### src/rtl/alu_mc.sv
// Multi-cycle ALU: single-cycle logic/adder ops plus iterative shift-add MULU
// and restoring DIVU, all results registered behind a start/busy/done handshake.
//
// Handshake: an op is accepted on a rising edge where start_i=1 and busy_o=0;
// done_o pulses for exactly one cycle when result/hi/flags become valid, and is
// never high together with busy_o. start_i while busy_o=1 is dropped.
module alu_mc #(
  parameter int WIDTH = 32
) (
  input  logic             clk_i,
  input  logic             reset_i,
  input  logic             start_i,
  input  logic [2:0]       op_i,
  input  logic [WIDTH-1:0] a_i,
  input  logic [WIDTH-1:0] b_i,
  output logic             busy_o,
  output logic             done_o,
  output logic [WIDTH-1:0] result_o,
  output logic [WIDTH-1:0] hi_o,
  output logic             cout_o,
  output logic             zero_o,
  output logic             set_o,
  output logic             overflow_o,
  output logic             divz_o,
  output logic [1:0]       state_o
);

  localparam int CW = $clog2(WIDTH) + 1;

  localparam logic [2:0] OP_AND  = 3'b000;
  localparam logic [2:0] OP_OR   = 3'b001;
  localparam logic [2:0] OP_ADD  = 3'b010;
  localparam logic [2:0] OP_XOR  = 3'b011;
  localparam logic [2:0] OP_MULU = 3'b100;
  localparam logic [2:0] OP_DIVU = 3'b101;
  localparam logic [2:0] OP_SUB  = 3'b110;
  localparam logic [2:0] OP_SLT  = 3'b111;

  typedef enum logic [1:0] {S_IDLE, S_MUL, S_DIV} state_t;

  state_t            state_q, state_d;
  logic [CW-1:0]     cnt_q, cnt_d;
  logic [WIDTH-1:0]  work_hi_q, work_hi_d;
  logic [WIDTH-1:0]  work_lo_q, work_lo_d;
  logic [WIDTH-1:0]  opnd_q, opnd_d;
  logic [WIDTH-1:0]  result_q, result_d;
  logic [WIDTH-1:0]  hi_q, hi_d;
  logic              cout_q, cout_d;
  logic              zero_q, zero_d;
  logic              set_q, set_d;
  logic              ovf_q, ovf_d;
  logic              divz_q, divz_d;
  logic              done_q, done_d;

  // Shared adder; op[2] selects subtraction (two's complement of b).
  logic [WIDTH-1:0]  add_bin;
  logic              add_cin;
  logic [WIDTH:0]    add_full;
  logic [WIDTH-1:0]  add_sum;
  logic              add_ovf;
  logic              add_set;

  always_comb begin
    add_bin  = op_i[2] ? ~b_i : b_i;
    add_cin  = op_i[2];
    add_full = {1'b0, a_i} + {1'b0, add_bin} + {{WIDTH{1'b0}}, add_cin};
    add_sum  = add_full[WIDTH-1:0];
    add_ovf  = (a_i[WIDTH-1] == add_bin[WIDTH-1]) && (add_sum[WIDTH-1] != a_i[WIDTH-1]);
    add_set  = add_sum[WIDTH-1] ^ add_ovf;
  end

  // Multiply step: work_hi:work_lo holds partial product over the multiplier.
  logic [WIDTH:0]     mul_sum;
  logic [2*WIDTH-1:0] mul_next;
  // Divide step: work_hi is the partial remainder, work_lo shifts dividend out / quotient in.
  logic [WIDTH:0]     div_shift;
  logic               div_ge;
  logic [WIDTH-1:0]   div_rem;
  logic [WIDTH-1:0]   div_quo;

  always_comb begin
    mul_sum   = {1'b0, work_hi_q} + (work_lo_q[0] ? {1'b0, opnd_q} : {(WIDTH+1){1'b0}});
    mul_next  = {mul_sum, work_lo_q[WIDTH-1:1]};
    div_shift = {work_hi_q, work_lo_q[WIDTH-1]};
    div_ge    = div_shift >= {1'b0, opnd_q};
    div_rem   = div_ge ? (div_shift[WIDTH-1:0] - opnd_q) : div_shift[WIDTH-1:0];
    div_quo   = {work_lo_q[WIDTH-2:0], div_ge};
  end

  always_comb begin
    state_d   = state_q;
    cnt_d     = cnt_q;
    work_hi_d = work_hi_q;
    work_lo_d = work_lo_q;
    opnd_d    = opnd_q;
    result_d  = result_q;
    hi_d      = hi_q;
    cout_d    = cout_q;
    zero_d    = zero_q;
    set_d     = set_q;
    ovf_d     = ovf_q;
    divz_d    = divz_q;
    done_d    = 1'b0;

    case (state_q)
      S_IDLE: begin
        if (start_i) begin
          if (op_i == OP_MULU) begin
            state_d   = S_MUL;
            cnt_d     = '0;
            work_hi_d = '0;
            work_lo_d = a_i;
            opnd_d    = b_i;
          end else if (op_i == OP_DIVU && b_i != '0) begin
            state_d   = S_DIV;
            cnt_d     = '0;
            work_hi_d = '0;
            work_lo_d = a_i;
            opnd_d    = b_i;
          end else begin
            done_d = 1'b1;
            hi_d   = '0;
            cout_d = 1'b0;
            set_d  = 1'b0;
            ovf_d  = 1'b0;
            divz_d = 1'b0;
            case (op_i)
              OP_AND:         result_d = a_i & b_i;
              OP_OR:          result_d = a_i | b_i;
              OP_XOR:         result_d = a_i ^ b_i;
              OP_ADD, OP_SUB: result_d = add_sum;
              OP_SLT:         result_d = {{(WIDTH-1){1'b0}}, add_set};
              default: begin
                // Only DIVU by zero reaches here.
                result_d = '1;
                hi_d     = a_i;
                divz_d   = 1'b1;
              end
            endcase
            if (op_i == OP_ADD || op_i == OP_SUB || op_i == OP_SLT) begin
              cout_d = add_full[WIDTH];
              set_d  = add_set;
              ovf_d  = add_ovf;
            end
            zero_d = (result_d == '0);
          end
        end
      end
      S_MUL: begin
        cnt_d     = cnt_q + CW'(1);
        work_hi_d = mul_next[2*WIDTH-1:WIDTH];
        work_lo_d = mul_next[WIDTH-1:0];
        if (cnt_q == CW'(WIDTH-1)) begin
          state_d  = S_IDLE;
          done_d   = 1'b1;
          result_d = mul_next[WIDTH-1:0];
          hi_d     = mul_next[2*WIDTH-1:WIDTH];
          zero_d   = (mul_next[WIDTH-1:0] == '0);
          cout_d   = 1'b0;
          set_d    = 1'b0;
          ovf_d    = 1'b0;
          divz_d   = 1'b0;
        end
      end
      S_DIV: begin
        cnt_d     = cnt_q + CW'(1);
        work_hi_d = div_rem;
        work_lo_d = div_quo;
        if (cnt_q == CW'(WIDTH-1)) begin
          state_d  = S_IDLE;
          done_d   = 1'b1;
          result_d = div_quo;
          hi_d     = div_rem;
          zero_d   = (div_quo == '0);
          cout_d   = 1'b0;
          set_d    = 1'b0;
          ovf_d    = 1'b0;
          divz_d   = 1'b0;
        end
      end
      default: state_d = S_IDLE;
    endcase
  end

  always_ff @(posedge clk_i) begin
    if (reset_i) begin
      state_q   <= S_IDLE;
      cnt_q     <= '0;
      work_hi_q <= '0;
      work_lo_q <= '0;
      opnd_q    <= '0;
      result_q  <= '0;
      hi_q      <= '0;
      cout_q    <= 1'b0;
      zero_q    <= 1'b0;
      set_q     <= 1'b0;
      ovf_q     <= 1'b0;
      divz_q    <= 1'b0;
      done_q    <= 1'b0;
    end else begin
      state_q   <= state_d;
      cnt_q     <= cnt_d;
      work_hi_q <= work_hi_d;
      work_lo_q <= work_lo_d;
      opnd_q    <= opnd_d;
      result_q  <= result_d;
      hi_q      <= hi_d;
      cout_q    <= cout_d;
      zero_q    <= zero_d;
      set_q     <= set_d;
      ovf_q     <= ovf_d;
      divz_q    <= divz_d;
      done_q    <= done_d;
    end
  end

  assign busy_o     = (state_q != S_IDLE);
  assign done_o     = done_q;
  assign result_o   = result_q;
  assign hi_o       = hi_q;
  assign cout_o     = cout_q;
  assign zero_o     = zero_q;
  assign set_o      = set_q;
  assign overflow_o = ovf_q;
  assign divz_o     = divz_q;
  assign state_o    = state_q;

endmodule
### config.mk
export PLATFORM = sky130hd
export DESIGN_NAME = alu_mc
export DESIGN_NICKNAME = d
export VERILOG_FILES = /design/src/rtl/alu_mc.sv
export SDC_FILE = /design/constraint.sdc
export NUM_CORES = 1
export LEC_CHECK = 0
export ABC_AREA = 1
export BUFFER_PORTS_ARGS = -buffer_cell sky130_fd_sc_hd__buf_2
export CAP_MARGIN = 10
export CORE_AREA = 2 2 171 257
export DETAILED_ROUTE_END_ITERATION = 10
export DIE_AREA = 0 0 173 259
export GPL_ROUTABILITY_DRIVEN = 0
export SYNTH_ARGS = -nofsm -noshare
export SYNTH_HDL_FRONTEND = slang
export SYNTH_SLANG_ARGS = --single-unit
### constraint.sdc
create_clock -name clk_i -period 2.58 [get_ports clk_i]
set_clock_uncertainty 0.05 [all_clocks]
set_input_delay 0.129 -clock clk_i [delete_from_list [all_inputs] [get_ports clk_i]]
set_output_delay 0.129 -clock clk_i [all_outputs]
set_load 0.01 [all_outputs]
==> impl_metrics.toml, run 1 <==
[outcome]
status = "finished with violations"
violations = "negative setup slack"

[timing]
period_minus_slack_ns = 2.698
fin_ws_ns = -0.1176
relSlewSlack_pct = 63.39
max_freq_mhz = 370.7
period_share_pct = 104.6
drv_slew = 0
finalSetupViolCount = 34
worst_pin_slew_ns = 0.5441
final_hold_viol_count = 0
rsz0062_at_grt = "true"

[power]
power.density_nw_per_um2 = 465.9
max-vdd-ir-drop_mv = 0.4720
p_leak_nw = 12.64

[worst_setup_path]
crit_type = "reg2reg"
cp_data_arrival_time_ns = 3.04
max_stage_delay_ns = 0.40
crit-reg2reg-capture = "hi_o[22]"
reg2reg_depth = 17
critPathBufInv = 4
crit_path_end_kind = "flip-flop"
cp_cell_sequence = "buf_6 > ha_4 > inv_4 > fa_2 > nand3_2 > nand2_2 > a21boi_2 > buf_4 > inv_2 > nand4_1 > nand3b_1 > xor2_1 > nand2_1 > nand2_1 > o21ai_1 > nand2_1 > a21oi_1"
crit_path_max_fanout = 2
crit_path_frequent_cell = "nand2_1"
cp-start-kind = "flip-flop"
required_ns = 2.92
cpMaxStageDelayCell = "fa_2"
r2r_start = "opnd_q[0]"
ff2ff_setup_slack_ns = -0.12
cpLargestDelayFamily = "simple AND/OR/NAND/NOR gates"

[clocking]
htreeDepth = 4
ctsRootBufferMaster = "clkbuf_16"
clk_path_buf_depth = 2
cts_tree = "done"
cts-buffers-inserted = 17
cts_sinks = 174
clock_latency_ns = 0.46
clkSlewWorstSetupHoldPaths_ns = 0.07

[final_layout]
drive_gt1_share_pct = 35.07
multiInputGateArea_um2 = 13500
final_common_cell = "nand2_1"
layout.cells.non_filler = 3983
design_area_um2 = 25360
most-common-layout-cells = "nand2_1, buf_4, inv_1"
layout.nets = 3639
fin_util_pct = 59.55
ff_latch_area_um2 = 3560
fillCellCount = 3872
area_delta_synth_final_pct = 50.04
diodes = 0

[grt]
grt_pass1_vias = 21880
grt.total_usage_pct = 32.86
antenna_found_initial = 0
grt_overflow_total = 0
grt_pass1_wl_um = 115500
grt_max_degree = 75

[synth]
synth.distinct_cells = 47
synth_edf_count = 0
netlist_area_um2 = 16900
synth_area_leaders = "dfxtp_1, nand2_1, ha_1"
avgSynthCellArea_um2 = 6.045
synth_top_area_cell = "dfxtp_1"
syn_nets = 3034
synthArstFlopShare_pct = 0
netlist_instances = 2796
synth_seq_cells = 174
yosys_warnings = 0
synth.yosys.seq_area_share_pct = 20.61
yosysTopAreaCellShare_pct = 20.61
synth_ff_type = "dfxtp_1"

[hold_path]
min_to = "opnd_q[28]"
hp-class = "in2reg"
hold_path_depth = 3
min_from = "b_i[28]"

[placement]
dp.cells = 3880
dpl.hpwl_um = 59220
dp_slack_ns = -0.5295
placed_area_um2 = 21800
io_buffers = 142

[detailed_routing]
drt_wl_total_um = 78410
drt.antenna.violating_nets = 0
dr.first_iter.drc_count = 1724
dr_total_vias = 22210
firstDrtPassIters = 5
drc = 0
avgRoutedWirePerCell_um = 19.69
vias_per_cell = 5.576

[die]
die_h_um = 259
io_pins = 143
initial_core_util_pct = 39.69
die_w_um = 173
die_area_um2 = 44810
core_area_um2 = 42590
row_count = 93

[flow_run]
cap_violations = 0
[how the worst max path moves through the flow]
| stage | start | to | slack, ns | depth (start not counted) |
|---|---|---|---|---|
| 2_1_floorplan | work_lo_q[0] | work_hi_q[25] | 0.005 | 19 |
| 3_3_place_gp | op_i[2] | zero_o | -0.46 | 20 |
| 3_5_place_dp | op_i[2] | zero_o | -0.53 | 20 |
| 4_1_cts | work_lo_q[0] | work_hi_q[26] | -0.11 | 20 |
| 5_1_grt | work_lo_q[0] | work_hi_q[30] | -0.23 | 17 |
| 6_report | opnd_q[0] | hi_o[22] | -0.12 | 17 |
[repair_timing]
item                                    CTS  global route
setup buffers                            23            44
cloned                                    4             2
endpoints found under the setup margin   66            72
pin swaps                                76           112
endpoints found under the hold margin     7             0
hold buffers                              2             0
gates resized for setup                 275           332
[cells by family after synthesis]
kind of cell               synth area share [%]
and+or+nand+nor                           28.13
AOI/OAI and AO/OA                         23.58
buffers and inverters                     12.21
DFF                                       20.61
adders and majority gates                 12.57
xor gates and xnor gates                  2.902
[metrics by stage]
stage,power [W],hold slack (ns),TNS [ns]
after global placement,0.007884,0.4040,-20.73
after global routing,0.01235,0.05861,-7.855
after CTS,0.01109,0.01962,-1.354
final,0.01182,0.02790,-2.162
after detailed placement,0.007954,0.4089,-26.17
after floorplan,0.005618,0.2441,0
[area by class of cell]
class                           instances  share of cell area [%]
Sequential cell                       174                   14.04
Inverter                              424                   6.345
Multi-Input combinational cell       2084                   53.23
Timing Repair Buffer                  700                   21.24
Clock inverter                         13                  0.6069
Clock buffer                           18                   1.732
Tap cell                              570                   2.812
[synthesized netlist by cell type, drive strengths merged, types with 2 or more instances]
cell,n
nor2,202
fa,3
ha,165
nand3,138
nor3b,2
dfxtp,174
inv,422
a31oi,69
o21a,5
nand2,673
a21o,8
clkinv,2
xnor2,13
a21oi,253
o22ai,31
a221oi,10
nand4,43
o21ai,309
nor3,26
and2,5
o21bai,14
a211oi,13
nor4,10
clkbuf,80
o2111a,3
nand3b,28
o2111ai,2
xor2,43
buf,35
or2,3
a21boi,4
o211ai,4
[per-layer routing]
metal	track usage (%)	vias to the layer above	share of wire, %
li1	-	10480	-
met1	33.62	10300	35
met2	60.27	1031	49
met3	3.837	398	5.8
met4	26.69	0	10
met5	0	-	0
[tightest hold or removal path, cell delays in order]
cell and delay [ns]:
buf_2 0.15, o21ai_0 0.17, a21oi_1 0.05
[state kept, by name, summed over array words and instances (netlist names), 2 cells and up]
signal     cells
cnt_q          6
hi_o          32
opnd_q        32
result_o      32
state_o        2
work_hi_q     32
work_lo_q     32
[where the power goes]
part	internal (W)	switching, W
logic	0.00260	0.00341
clock network	0.00147	0.00126
registers	0.00289	0.000177
total	0.00697	0.00485
Note: power is estimated with default switching activity, not from simulation.
==> run 2: changes to the inputs <==
--- a/config.mk
+++ b/config.mk
@@ -8,9 +8,9 @@
 export ABC_AREA = 1
 export BUFFER_PORTS_ARGS = -buffer_cell sky130_fd_sc_hd__buf_2
 export CAP_MARGIN = 10
-export CORE_AREA = 2 2 171 257
+export CORE_AREA = 2 2 183 275
 export DETAILED_ROUTE_END_ITERATION = 10
-export DIE_AREA = 0 0 173 259
+export DIE_AREA = 0 0 185 277
 export GPL_ROUTABILITY_DRIVEN = 0
 export SYNTH_ARGS = -nofsm -noshare
 export SYNTH_HDL_FRONTEND = slang
==> run 2 against run 1 <==
The run still ends with negative setup slack left. Critical endpoint is now hi_o[21]. Die area rose by 14%. Sequential power about the same. Wire length fell by 4.4%. Global-route usage is 4.2 points lower. Critical path depth down 1. Clock power rose by 1%. Sequential cell count unchanged. Fmax about the same. Power fell by 5.8%. Final cell count grew 1.0%.
==> impl_metrics.toml, run 2 (synthesis gave the netlist of run 1 again) <==
[outcome]
status = "finished with violations"
violations = "negative setup slack"

[final_layout]
final_common_cell = "nand2_1"
drive_gt1_share_pct = 28.57
fin_util_pct = 49.28
layout.nets = 3586
layout.cells.non_filler = 4024
fillCellCount = 5018
most-common-layout-cells = "nand2_1, buf_4, inv_1"
area_delta_synth_final_pct = 43.00

[grt]
antenna_found_initial = 1
grt_pass1_wl_um = 112700
grt_overflow_total = 0
grt.total_usage_pct = 28.68
grt_max_degree = 69
grt_pass1_vias = 20830

[power]
power.density_nw_per_um2 = 460.7
p_leak_nw = 12.10
max-vdd-ir-drop_mv = 0.5258

[timing]
finalSetupViolCount = 26
worst_hold_slack_ns = 0.02353
rsz0062_at_grt = "true"
worst_pin_slew_ns = 0.5503
fin_ws_ns = -0.1168
fin_tns_setup_ns = -1.521
max_freq_mhz = 370.8
final_hold_viol_count = 0
period_minus_slack_ns = 2.697
drv_slew = 0
period_share_pct = 104.5
relSlewSlack_pct = 62.36

[detailed_routing]
dr_total_vias = 20990
dr.first_iter.drc_count = 1378
drt_wl_total_um = 74970
vias_per_cell = 5.217
drc = 0
firstDrtPassIters = 5
avgRoutedWirePerCell_um = 18.63
drt.antenna.violating_nets = 0

[worst_setup_path]
crit_path_max_fanout = 8
cpMaxStageDelayCell = "dfxtp_4"
crit_start = "work_lo_q[0]"
cp_cell_sequence = "buf_12 > nand2_4 > inv_4 > ha_4 > buf_6 > nand2_8 > nor4_4 > buf_4 > nand3b_1 > nand3_4 > buf_6 > a21oi_1 > o21ai_1 > o21ai_1 > nand2_1 > a21oi_1"
required_ns = 2.87
cp-start-kind = "flip-flop"
r2r_start = "work_lo_q[0]"
reg2reg_depth = 16
max_stage_delay_ns = 0.38
crit_type = "reg2reg"
cp_data_arrival_time_ns = 2.99
crit_path_end_kind = "flip-flop"

[clocking]
htreeDepth = 4
ctsRootBufferMaster = "clkbuf_16"
cts_tree = "done"
clkSlewWorstSetupHoldPaths_ns = 0.07
clock_latency_ns = 0.46
cts-buffers-inserted = 17
cts_sinks = 174
clk_path_buf_depth = 2

[placement]
dpl.hpwl_um = 60520
dp.cells = 3972
io_buffers = 142
dp_slack_ns = -0.3523

[hold_path]
hold_path_depth = 3
min_from = "b_i[22]"
hp-class = "in2reg"

[die]
die_area_um2 = 51250
die_w_um = 185
row_count = 100
die_h_um = 277
io_pins = 143
initial_core_util_pct = 34.46
core_area_um2 = 49050

[flow_run]
cap_violations = 0
[run 2: worst max-delay path: cells and delay by family, from the launching register on]
kind | cells | cell delay [ns]
buffers and inverters | 5 | 0.60
AOI/OAI and AO/OA | 4 | 0.30
adders and majority gates | 1 | 0.26
and+or+nand+nor | 6 | 0.97
DFF | 1 | 0.38
[run 2: final cells by class]
class / instances / area, um^2 / area share (%)
clock buffers: 21 / 460.4 / 1.905
flip-flops and latches: 174 / 3507 / 14.51
clock inverters: 10 / 138.9 / 0.5746
diodes: 1 / 2.502 / 0.01035
inverters: 424 / 1599 / 6.616
well taps: 663 / 829.5 / 3.432
repair buffers: 648 / 4881 / 20.19
multi-input cells: 2083 / 12750 / 52.76
[run 2: path summary, 6_finish.rpt]
path              slack (ns)          to
hold / removal          0.02  opnd_q[22]
hold reg to reg         0.42      divz_o
setup reg to reg       -0.12    hi_o[21]
setup / recovery       -0.12    hi_o[21]
[run 2: through the flow]
step | power [W] | instance area, um^2
after floorplan | 0.005618 | 16920
after global placement | 0.007953 | 21970
after detailed placement | 0.007973 | 21970
after CTS | 0.01081 | 23050
after global routing | 0.01171 | 24170
final | 0.01114 | 24170
[run 2: power breakdown]
group          internal, W  total, W  switching (W)  leakage, nW
Sequential         0.00289   0.00306       0.000170         1.44
Combinational      0.00226   0.00529        0.00303         10.4
Clock              0.00157   0.00278        0.00121        0.293
Total              0.00672    0.0111        0.00442         12.1
[run 2: layer usage]
| layer | vias up | part of all wire (%) | global-route usage (%) |
|---|---|---|---|
| li1 | 10380 | - | - |
| met1 | 9566 | 37 | 29.73 |
| met2 | 750 | 50 | 52.50 |
| met3 | 295 | 4.1 | 2.393 |
| met4 | 0 | 8.8 | 22.20 |
| met5 | - | 0 | 0 |
[run 2: timing repair]
action                                  4_1_cts  5_1_grt
hold buffers                                  2        0
endpoints found under the hold margin         7        0
endpoints found under the setup margin       62       69
cloned                                        0        1
resized for setup                            96      252
buffers inserted                              3       15
pin swaps                                    19       61
==> run 3: changes to the inputs <==
--- a/config.mk
+++ b/config.mk
@@ -15,3 +15,4 @@
 export SYNTH_ARGS = -nofsm -noshare
 export SYNTH_HDL_FRONTEND = slang
 export SYNTH_SLANG_ARGS = --single-unit
+export TNS_END_PERCENT = 10
==> run 3 against run 2 <==
The flow still finishes with violations (negative setup slack). Clock power increased by 4%. Sequential share of layout area up 0.17 points. Fmax decreased by 2.6%. Via count is 0.81% higher. Setup slack got worse by 0.073 ns. Sequential cell count unchanged. Die area stayed put. Sequential power about the same. Combinational power is essentially flat. Largest cell class unchanged. Highest routed layer is now met5.
==> impl_metrics.toml, run 3 (synthesis gave the netlist of run 1 again) <==
[die]
die_w_um = 185
die_area_um2 = 51250
die_h_um = 277
io_pins = 143
initial_core_util_pct = 34.46
row_count = 100
core_area_um2 = 49050

[clocking]
clk_path_buf_depth = 2
cts-buffers-inserted = 17
cts_tree = "done"
cts_sinks = 174
ctsRootBufferMaster = "clkbuf_16"
htreeDepth = 4
clock_latency_ns = 0.46
clkSlewWorstSetupHoldPaths_ns = 0.08

[timing]
drv_slew = 0
worst_pin_slew_ns = 0.5875
max_freq_mhz = 361.0
relSlewSlack_pct = 59.82
final_hold_viol_count = 0
period_share_pct = 107.4
finalSetupViolCount = 54
fin_ws_ns = -0.1899
period_minus_slack_ns = 2.770
rsz0062_at_grt = "true"

[placement]
io_buffers = 142
dp.cells = 3969
dpl.hpwl_um = 60980

[final_layout]
layout.cells.non_filler = 4023
area_delta_synth_final_pct = 41.75
fillCellCount = 5090
most-common-layout-cells = "nand2_1, buf_4, inv_1"
drive_gt1_share_pct = 27.98
layout.nets = 3586
final_common_cell = "nand2_1"
diodes = 0

[detailed_routing]
firstDrtPassIters = 8
vias_per_cell = 5.261
drt.antenna.violating_nets = 0
drt_wl_total_um = 76000
drc = 0
dr_total_vias = 21170
avgRoutedWirePerCell_um = 18.89
dr.first_iter.drc_count = 1584

[flow_run]
cap_violations = 0

[grt]
grt_pass1_vias = 21010
antenna_found_initial = 3
grt_overflow_total = 0
grt_max_degree = 65
grt_pass1_wl_um = 115000
grt.total_usage_pct = 29.33

[outcome]
violations = "negative setup slack"
status = "finished with violations"

[hold_path]
hp-class = "in2reg"
hold_path_depth = 3

[power]
p_total_w = 0.01122
max-vdd-ir-drop_mv = 0.4164
power.density_nw_per_um2 = 468.5
p_leak_nw = 12.09

[worst_setup_path]
crit_path_max_fanout = 7
reg2reg_depth = 19
crit_type = "reg2reg"
cp-start-kind = "flip-flop"
cp_data_arrival_time_ns = 3.12
crit_path_end_kind = "flip-flop"
required_ns = 2.93
-- run 3: changes by cell type in the layout (fill, tap and decap cells not counted), moves of 5 or more --
cell / change
ha_1: +10
a21oi_2: +6
nand2_1: +10
a21oi_1: -5
nand2_2: -10
dfxtp_1: -6
dfxtp_2: +5
ha_4: -6
-- run 3: layout make-up --
| cell class | count | area (um^2) | share of cell area, % |
|---|---|---|---|
| inverters | 424 | 1594 | 6.654 |
| multi-input cells | 2083 | 12510 | 52.23 |
| flip-flops and latches | 174 | 3517 | 14.68 |
| well taps | 663 | 829.5 | 3.463 |
| clock inverters | 13 | 188.9 | 0.7886 |
| repair buffers | 648 | 4876 | 20.35 |
| clock buffers | 18 | 439.2 | 1.833 |
-- run 3: what timing repair did --
action	in CTS	in global routing
buffers inserted	15	4
cloned	1	1
hold buffers	2	0
pin swaps	48	23
endpoints found under the hold margin	7	0
endpoints found under the setup margin	67	71
resized for setup	194	115
-- run 3: worst max-delay path, cell delays in order (launching register included) --
cell and delay (ns):
dfxtp_4 0.37, buf_12 0.13, buf_16 0.14, nand2_4 0.07, inv_2 0.05, ha_4 0.27, buf_6 0.10, nand2_2 0.07
nor4_4 0.27, buf_4 0.17, nand3b_1 0.13, nand3_1 0.12, buf_6 0.13, nand2_1 0.07, nand3_2 0.08, or2_2 0.11
nand3_1 0.07, nand2_1 0.08, nand2_1 0.08, a21oi_1 0.17
-- run 3: per-stage QoR --
stage / cell area [um^2] / setup WS (ns) / utilization [%] / TNS (ns) / hold slack, ns
floorplan: 16920 / -0.01527 / - / -0.02151 / 0.2441
global placement: 21910 / -0.4140 / 44.67 / -14.38 / 0.3927
detailed placement: 21910 / -0.4350 / 44.67 / -15.04 / 0.3934
CTS: 23520 / -0.1205 / 47.95 / -1.328 / 0.007165
global route: 23960 / -0.2942 / 48.84 / -13.22 / 0.06255
finish: 23960 / -0.1899 / 48.84 / -3.678 / 0.02209
-- run 3: path summary, 6_finish.rpt --
path	startpoint	endpoint	slack (ns)
worst min-delay path	b_i[25]	opnd_q[25]	0.02
worst max-delay path	work_lo_q[0]	work_hi_q[25]	-0.19
worst max register to register	work_lo_q[0]	work_hi_q[25]	-0.19
worst min register to register	overflow_o	overflow_o	0.42
-- run 3: power by group --
group	internal, W	switching [W]
Clock	0.00165	0.00125
Sequential	0.00289	0.000164
Combinational	0.00223	0.00303
-- run 3: layer usage --
layer  share of wire (%)  track usage, %  up-vias
met5               0.047               0        -
met4                  10           24.99        6
met3                 4.7           3.380      349
met2                  50           52.66      813
met1                  35           29.79     9620
li1                    -               -    10380
